**src/rtl/morse_decoder.sv**
```systemverilog
// morse_decoder
// Receive side of the lab Morse link. The serial line is synchronised, then
// the lengths of its marks and spaces are measured in clock cycles. Marks are
// classified as glitch, dot or dash and shifted into a small symbol buffer.
// After a letter gap the buffer is decoded to a 3-bit letter code (A..H).
// A decoded letter gives a one-cycle LetterValid strobe. A sequence that
// cannot be decoded gives a one-cycle Error strobe instead.

module morse_decoder #(
    parameter int CLOCK_FREQUENCY = 500
) (
    input  logic       ClockIn,
    input  logic       ResetN,
    input  logic       DotDashIn,
    output logic [2:0] Letter,
    output logic       LetterValid,
    output logic       Error,
    output logic       Busy
);

    // One Morse time unit is half a second of clock cycles. The other
    // thresholds are multiples of it. CLOCK_FREQUENCY is expected to be even
    // and at least 8, so that every threshold below is non-zero and distinct.
    localparam logic [31:0] UNIT       = 32'(CLOCK_FREQUENCY / 2);
    localparam logic [31:0] HALF_UNIT  = 32'(CLOCK_FREQUENCY / 4);
    localparam logic [31:0] DASH_MIN   = 32'(2 * (CLOCK_FREQUENCY / 2));
    localparam logic [31:0] LETTER_GAP = 32'(3 * (CLOCK_FREQUENCY / 2));
    localparam logic [31:0] MARK_MAX   = 32'(5 * (CLOCK_FREQUENCY / 2));

    typedef enum logic [1:0] {
        IDLE,
        MARK,
        SPACE,
        EMIT
    } state_t;

    state_t      state;
    state_t      next_state;

    logic        sync_meta;
    logic        sync_s;

    logic [31:0] mark_count;
    logic [31:0] space_count;
    logic [3:0]  sym_buf;
    logic [2:0]  sym_count;
    logic        err_flag;
    logic [2:0]  letter_reg;

    logic [2:0]  dec_code;
    logic        dec_ok;
    logic        emit_valid;
    logic        emit_error;

    logic        mark_done;
    logic        is_glitch;
    logic        is_dash;
    logic        keep_symbol;
    logic        gap_done;

    // The ends of marks and spaces are judged only on the synchronised line
    // and on the current counter values.
    assign mark_done   = (state == MARK) && !sync_s;
    assign is_glitch   = (mark_count < HALF_UNIT);
    assign is_dash     = (mark_count >= DASH_MIN);
    assign keep_symbol = mark_done && !is_glitch;
    assign gap_done    = (space_count >= LETTER_GAP);

    // Two-flop synchroniser. The raw line is asynchronous to ClockIn.
    always_ff @(posedge ClockIn or negedge ResetN) begin
        if (!ResetN) begin
            sync_meta <= 1'b0;
            sync_s    <= 1'b0;
        end else begin
            sync_meta <= DotDashIn;
            sync_s    <= sync_meta;
        end
    end

    // State register.
    always_ff @(posedge ClockIn or negedge ResetN) begin
        if (!ResetN) begin
            state <= IDLE;
        end else begin
            state <= next_state;
        end
    end

    // Next-state logic. A full letter gap wins over a mark that starts in the
    // same cycle. That mark is picked up again from IDLE after EMIT.
    always_comb begin
        next_state = state;
        unique case (state)
            IDLE: begin
                if (sync_s) begin
                    next_state = MARK;
                end
            end
            MARK: begin
                if (!sync_s) begin
                    next_state = SPACE;
                end
            end
            SPACE: begin
                if (gap_done) begin
                    next_state = EMIT;
                end else if (sync_s) begin
                    next_state = MARK;
                end
            end
            EMIT: begin
                next_state = IDLE;
            end
            default: begin
                next_state = IDLE;
            end
        endcase
    end

    // Mark length counter. It restarts at 1 on each new mark and saturates
    // at the over-long limit.
    always_ff @(posedge ClockIn or negedge ResetN) begin
        if (!ResetN) begin
            mark_count <= 32'd0;
        end else begin
            unique case (state)
                IDLE: begin
                    if (sync_s) begin
                        mark_count <= 32'd1;
                    end
                end
                MARK: begin
                    if (sync_s && (mark_count < MARK_MAX)) begin
                        mark_count <= mark_count + 32'd1;
                    end
                end
                SPACE: begin
                    if (sync_s && !gap_done) begin
                        mark_count <= 32'd1;
                    end
                end
                EMIT: begin
                    mark_count <= 32'd0;
                end
                default: begin
                    mark_count <= 32'd0;
                end
            endcase
        end
    end

    // Space length counter. A glitch leaves it untouched, so the gap keeps
    // counting as if the glitch had never happened.
    always_ff @(posedge ClockIn or negedge ResetN) begin
        if (!ResetN) begin
            space_count <= 32'd0;
        end else begin
            if (state == EMIT) begin
                space_count <= 32'd0;
            end else if (keep_symbol) begin
                space_count <= 32'd1;
            end else if ((state == SPACE) && !sync_s && !gap_done) begin
                space_count <= space_count + 32'd1;
            end
        end
    end

    // Symbol buffer. Dots shift in as 0 and dashes as 1. Once four symbols
    // are held, further symbols are refused and only raise the error flag.
    always_ff @(posedge ClockIn or negedge ResetN) begin
        if (!ResetN) begin
            sym_buf   <= 4'd0;
            sym_count <= 3'd0;
        end else begin
            if (state == EMIT) begin
                sym_buf   <= 4'd0;
                sym_count <= 3'd0;
            end else if (keep_symbol && (sym_count < 3'd4)) begin
                sym_buf   <= {sym_buf[2:0], is_dash};
                sym_count <= sym_count + 3'd1;
            end
        end
    end

    // Sticky error flag for the current letter. It is set by an over-long
    // mark or by a fifth symbol, and cleared once the letter is emitted.
    always_ff @(posedge ClockIn or negedge ResetN) begin
        if (!ResetN) begin
            err_flag <= 1'b0;
        end else begin
            if (state == EMIT) begin
                err_flag <= 1'b0;
            end else if ((state == MARK) && sync_s && (mark_count == MARK_MAX - 32'd1)) begin
                err_flag <= 1'b1;
            end else if (keep_symbol && (sym_count == 3'd4)) begin
                err_flag <= 1'b1;
            end
        end
    end

    // Holds the last decoded letter between strobes.
    always_ff @(posedge ClockIn or negedge ResetN) begin
        if (!ResetN) begin
            letter_reg <= 3'd0;
        end else begin
            if (emit_valid) begin
                letter_reg <= dec_code;
            end
        end
    end

    // Letter table. The first symbol received is the most significant of the
    // used bits. Unused upper bits are always zero because the buffer is
    // cleared between letters.
    always_comb begin
        dec_code = 3'd0;
        dec_ok   = 1'b1;
        unique case ({sym_count, sym_buf})
            {3'd2, 4'b0001}: dec_code = 3'd0;
            {3'd4, 4'b1000}: dec_code = 3'd1;
            {3'd4, 4'b1010}: dec_code = 3'd2;
            {3'd3, 4'b0100}: dec_code = 3'd3;
            {3'd1, 4'b0000}: dec_code = 3'd4;
            {3'd4, 4'b0010}: dec_code = 3'd5;
            {3'd3, 4'b0110}: dec_code = 3'd6;
            {3'd4, 4'b0000}: dec_code = 3'd7;
            default: begin
                dec_code = 3'd0;
                dec_ok   = 1'b0;
            end
        endcase
    end

    // Output logic. Strobes appear only in EMIT. An empty buffer (only
    // glitches seen) stays silent. During the valid strobe the freshly
    // decoded code is shown directly, so Letter is correct in that cycle.
    always_comb begin
        emit_valid = 1'b0;
        emit_error = 1'b0;
        if (state == EMIT) begin
            if (err_flag) begin
                emit_error = 1'b1;
            end else if (sym_count != 3'd0) begin
                if (dec_ok) begin
                    emit_valid = 1'b1;
                end else begin
                    emit_error = 1'b1;
                end
            end
        end
        LetterValid = emit_valid;
        Error       = emit_error;
        Busy        = (state != IDLE);
        Letter      = emit_valid ? dec_code : letter_reg;
    end

endmodule

```
**config.mk**
```make
export PLATFORM = sky130hd
export DESIGN_NAME = morse_decoder
export DESIGN_NICKNAME = d
export VERILOG_FILES = /design/src/rtl/morse_decoder.sv
export SDC_FILE = /design/constraint.sdc
export NUM_CORES = 1
export LEC_CHECK = 0
export CAP_MARGIN = 20
export CORE_ASPECT_RATIO = 1.2
export CORE_UTILIZATION = 55
export CTS_CLUSTER_DIAMETER = 50
export CTS_CLUSTER_SIZE = 8
export DETAILED_ROUTE_END_ITERATION = 10
export PLACE_DENSITY = 0.75
export SYNTH_ARGS = -nofsm -noshare
export SYNTH_HDL_FRONTEND = slang
export SYNTH_SLANG_ARGS = --single-unit
```
**constraint.sdc**
```tcl
create_clock -name ClockIn -period 2 [get_ports ClockIn]
set_input_delay 0.3 -clock ClockIn [delete_from_list [all_inputs] [get_ports ClockIn]]
set_output_delay 0.3 -clock ClockIn [all_outputs]
set_load 0.01 [all_outputs]
```
Yosys cells after proc, flatten, opt, wreduce, memory -nomap -nowiden
Index checks and enable logic that the tools add are counted.

cells by class
  add/subtract/negate cells = 3
  order comparisons = 5
  equality and inequality tests = 17
  mux-type cells = 29
  reductions and logical operators = 21

operator list
  kind                                                    count
  2-to-1 mux 32 bit                                       6
  case mux 32 bit (4 select lines)                        1
  adder 32 x 1 -> 32 bit (second input constant)          2
  equality test 32 x 11 -> 1 bit (second input constant)  1
  >= comparator 32 x 10 -> 1 bit (second input constant)  1
  >= comparator 32 x 9 -> 1 bit (second input constant)   1
  < comparator 32 x 11 -> 1 bit (second input constant)   1
  < comparator 32 x 7 -> 1 bit (second input constant)    1
  equality test 7 bit (second input constant)             4
  equality test 7 x 6 -> 1 bit (second input constant)    3
  case mux 3 bit (7 select lines)                         1
  2-to-1 mux 1 bit                                        12
  logical AND 1 bit                                       10
  2-to-1 mux 3 bit                                        3
  nonzero test 3 bit                                      3
  2-to-1 mux 4 bit                                        2
  case mux 2 bit (4 select lines)                         1
  OR reduction 8 bit                                      1
  equality test 7 x 5 -> 1 bit (second input constant)    1
  2-to-1 mux 2 bit                                        3
  != test 2 bit (second input constant)                   3
  equality test 2 bit (second input constant)             2
  nonzero test 2 bit                                      2
  adder 3 x 1 -> 3 bit (second input constant)            1
  other kinds (7)                                         9

word-level totals
  register bits = 79
  input port bits = 3
  output and inout port bits = 6
  logic and storage cells = 84

Depth between registers and ports, before layout
  depth in word-level cells = 8
  mapped depth = 8
  depth with buffers taken out = 7

Worst setup path after synthesis
OpenSTA, ideal clock, no wires.

  path type = reg2out
  from = register sym_count[0]
  to = output Letter[1]
  data arrival time = 1,950 ps
  required time = 1,700 ps
  path slack = -250 ps
  cell stages (with the launch flop) = 8
  cells stage by stage = dfrtp_1 inv_1 ha_1 nor4bb_1 o2bb2ai_1 a21oi_1 nor4_2 mux2_2

between the ends
  cells in the longest elaborated chain, start to end = 8

RTL lines
  element                                      line  text
  from (decl)                                  46    logic [2:0] sym_count;
  from (signal assigned)                       180   sym_count <= sym_count + 3'd1;
  equality test 7 bit (tied with other cells)  218   unique case ({sym_count, sym_buf})
  OR reduction 8 bit (no source line)          --
  2-to-1 mux 1 bit                             218
  2-to-1 mux 1 bit                             244   if (dec_ok) begin
  2-to-1 mux 1 bit (*)                         243   end else if (sym_count != 3'd0) begin
  2-to-1 mux 1 bit (*)                         241   if (err_flag) begin
  2-to-1 mux 1 bit (*)                         240   if (state == EMIT) begin
  net LetterValid                              16    output logic LetterValid,
  2-to-1 mux 3 bit (*)                         --
  to (decl)                                    15    output logic [2:0] Letter,

The timed path passes the listed nets; every way through them passes the cells marked *.

Final worst setup path
  from = register sym_count[0]
  to = output Letter[1]

between the ends
  cells in the longest elaborated chain, start to end = 8

RTL lines
  element                                      line
  equality test 7 bit (tied with other cells)  218
  OR reduction 8 bit (no source line)          --
  2-to-1 mux 1 bit                             218
  2-to-1 mux 1 bit                             244
  2-to-1 mux 1 bit                             243
  2-to-1 mux 1 bit                             241
  2-to-1 mux 1 bit                             240
  2-to-1 mux 3 bit (*)                         --

Every way passes the cells marked *; elsewhere a longest branch is shown, timed or not.

==> results.toml <==
[outcome]
status = "finished with violations"
violations = "setup timing"

[worst_setup_path]
cp_max_fo = 3
worstSetupPathType = "reg -> out"
worstReg2RegStart = "space_count[10]"
start_kind = "flip-flop"
reg2reg_slack_ps = 10
worstReg2RegEnd = "space_count[3]"
cp.arrival_ps = 2230
reg2reg_depth = 5
worstPathRequired_ps = 1700
endpoint_kind = "primary output"

[global_routing]
met3_usage_pct = 6.010
grt_usage_pct = 23.78
grt_pass1_vias = 2952
grt_pass1_wl_um = 13060
grt_start_max_net_pins = 54
use_met2_pct = 40.78
gr-total-overflow = 0
grt_most_used_layer = "met2"
use_met1_pct = 28.36
grt_antenna_before_repair = 0

[pwr]
irDropWorstVdd_uv = 545.4
power_density_nw_per_um2 = 650.3
p_leak_nw = 2.245
power.total_mw = 3.192

[clock_network]
numCtsBuffers = 9
clk_pin_slew_worst_paths_ps = 70
ctsRootBufferMaster = "clkbuf_8"
clock_sinks = 79
clk_latency_ps = 350
clockBufferDepth = 2
htree_num_levels = 3
cts_tree = "done"

[die]
die_h_um = 92.45
ios = 9
fp-row-count = 32
die_w_um = 77.38
die-area_um2 = 7153
start_util_pct = 57.46
core_area_um2 = 6526

[hold_path]
hp-class = "reg -> reg"
worstHoldStart = "sync_meta"
whs_path_depth = 0
hold_path_end = "sync_s"

[yosys]
syn_area_um2 = 3750
synth.net_count = 384
synth.yosys.warnings = 0
netlist-cell-type-count = 49
synth_seq_cells = 79
yosys.area.top_type = "dfrtp_1"
avgSynthCellArea_um2 = 10.13
synth_edf_count = 0
synth_area_leaders = "dfrtp_1 (53%), and2_1 (7.3%), ha_1 (3.7%)"
async_reset_ff_share_pct = 100.0
synth_ff_type = "dfrtp_1"
synth_top_area_share_pct = 52.72
yosysSeqAreaShare_pct = 52.72
syn-instance-count = 370

[route]
vias = 3051
firstDrtPassIters = 4
antenna_left = 0
wirelength_um = 8525
route.detailed.drc = 0
routedWlPerCell_um = 16.21
drtIter0Drc = 130
routed_via_density = 5.800

[timing]
tightest_slew_ps = 453.8
clock.fmax_mhz = 394.6
post-route-min-period_ps = 2534
finClkSkew_ps = 9.032
setup_viol = 5
rsz0062_at_grt = "yes"
fin_hold_ws_ps = 355.4
hold_viol_final = 0
maxSlewHeadroom_pct = 68.96
drv_slew = 0
layout_setup_ws_ps = -533.9
fin_crit_sh_pct = 126.7

[place]
place_area_um2 = 4284
dp_worst_setup_slack_ps = -583.3
place_inst = 497
globalplace.congestion = 0.8317
place_hpwl_um = 5425
portBuffers = 8

[finish]
layout_common_cells = "dfrtp_1 (77), buf_4 (51), and2_1 (30), nand2_1 (20)"
drive_above_1_share_pct = 33.33
reg.largest.list = "mark_count: 32 flops, space_count: 32 flops, sym_buf: 4 flops"
stdcell_count = 526
final_area_um2 = 4908
final_nets = 451
antennaDiodeCount = 0
layout_commonest_cell = "dfrtp_1"
syn_to_final_growth_pct = 30.90

[run]
max_cap_violations = 0
[report_power, final]
part	total (mW)	internal (mW)	switching (mW)
Combinational	0.367	0.166	0.201
Sequential	1.66	1.63	0.0319
Clock	1.17	0.603	0.563
Total	3.19	2.40	0.796
[layout make-up]
class | count | area (um2)
Clock buffer | 10 | 137.6
Clock inverter | 5 | 58.81
Fill cell | 420 | 1618
Inverter | 20 | 77.57
Multi-Input combinational cell | 258 | 1933
Sequential cell | 79 | 1979
Tap cell | 85 | 106.4
Timing Repair Buffer | 69 | 615.6
[critical path, stage by stage, from the launching register on]
cell and delay (ps):
dfrtp_2 440, inv_4 90, ha_4 120, nor4bb_4 200, o2bb2ai_2 140, a21oi_2 70, nor4_4 360, mux2_4 350
buf_6 120
[cell families (layout without fill, tap and decap cells)]
logic type | Yosys count | in the layout | synth area share, %
AND/OR/NAND/NOR | 169 | 169 | 26.36
adder cells (fa/ha/maj) | 11 | 11 | 3.670
multiplexers | 8 | 8 | 2.236
flip-flops | 79 | 79 | 52.72
buffers and inverters | 33 | 104 | 3.403
AO/OA/AOI/OAI | 70 | 70 | 11.61
[synth_stat cells, types with 2 or more instances]
cell type and instances:
mux2i_1 5, nand2_1 20, or4_1 4, and3_1 4, o21ai_0 19, nor2b_1 5, a2111oi_0 2, inv_1 20
dfrtp_1 79, and2_1 44, a31oi_1 6, mux2_2 2, nand2b_1 6, or3_1 8, o31ai_1 3, o22ai_1 3
a21oi_1 17, clkbuf_1 9, nor3_1 10, o211ai_1 4, ha_1 11, nor4_1 13, a211oi_1 3, nor2_1 18
nand3_1 14, nand4_1 8, buf_2 3, nor4_2 4, nand3b_1 2, o21a_1 4, or2_2 2
[metal layers]
metal	up-vias	wire length, um
li1	1463	-
met1	1512	3665
met2	59	4376
met3	17	315
met4	0	168
met5	-	0
[how the worst max path moves through the flow]
stage | end | startpoint | slack [ps]
after global placement | Letter[1] | sym_count[0] | -510
after detailed placement | Letter[1] | sym_count[0] | -580
after CTS | Letter[1] | sym_count[0] | -450
after floorplan | Letter[1] | sym_count[0] | -70
after global routing | Letter[1] | sym_count[0] | -620
final | Letter[1] | sym_count[0] | -530
[per-stage QoR]
step	setup TNS (ps)	util (%)
detailed placement	-2498	65.64
global route	-3942	75.21
CTS	-1667	70.34
global placement	-1973	65.64
finish	-2073	75.21
floorplan	-74.38	-
[what timing repair did]
item	4_1_cts	5_1_grt
gates cloned	0	3
buffers inserted	4	7
endpoints found under the setup margin	38	53
resized for setup	44	50
endpoints found under the hold margin	26	0
hold buffers	1	0
pin swaps	5	32
(Power assumes the default switching activity.)
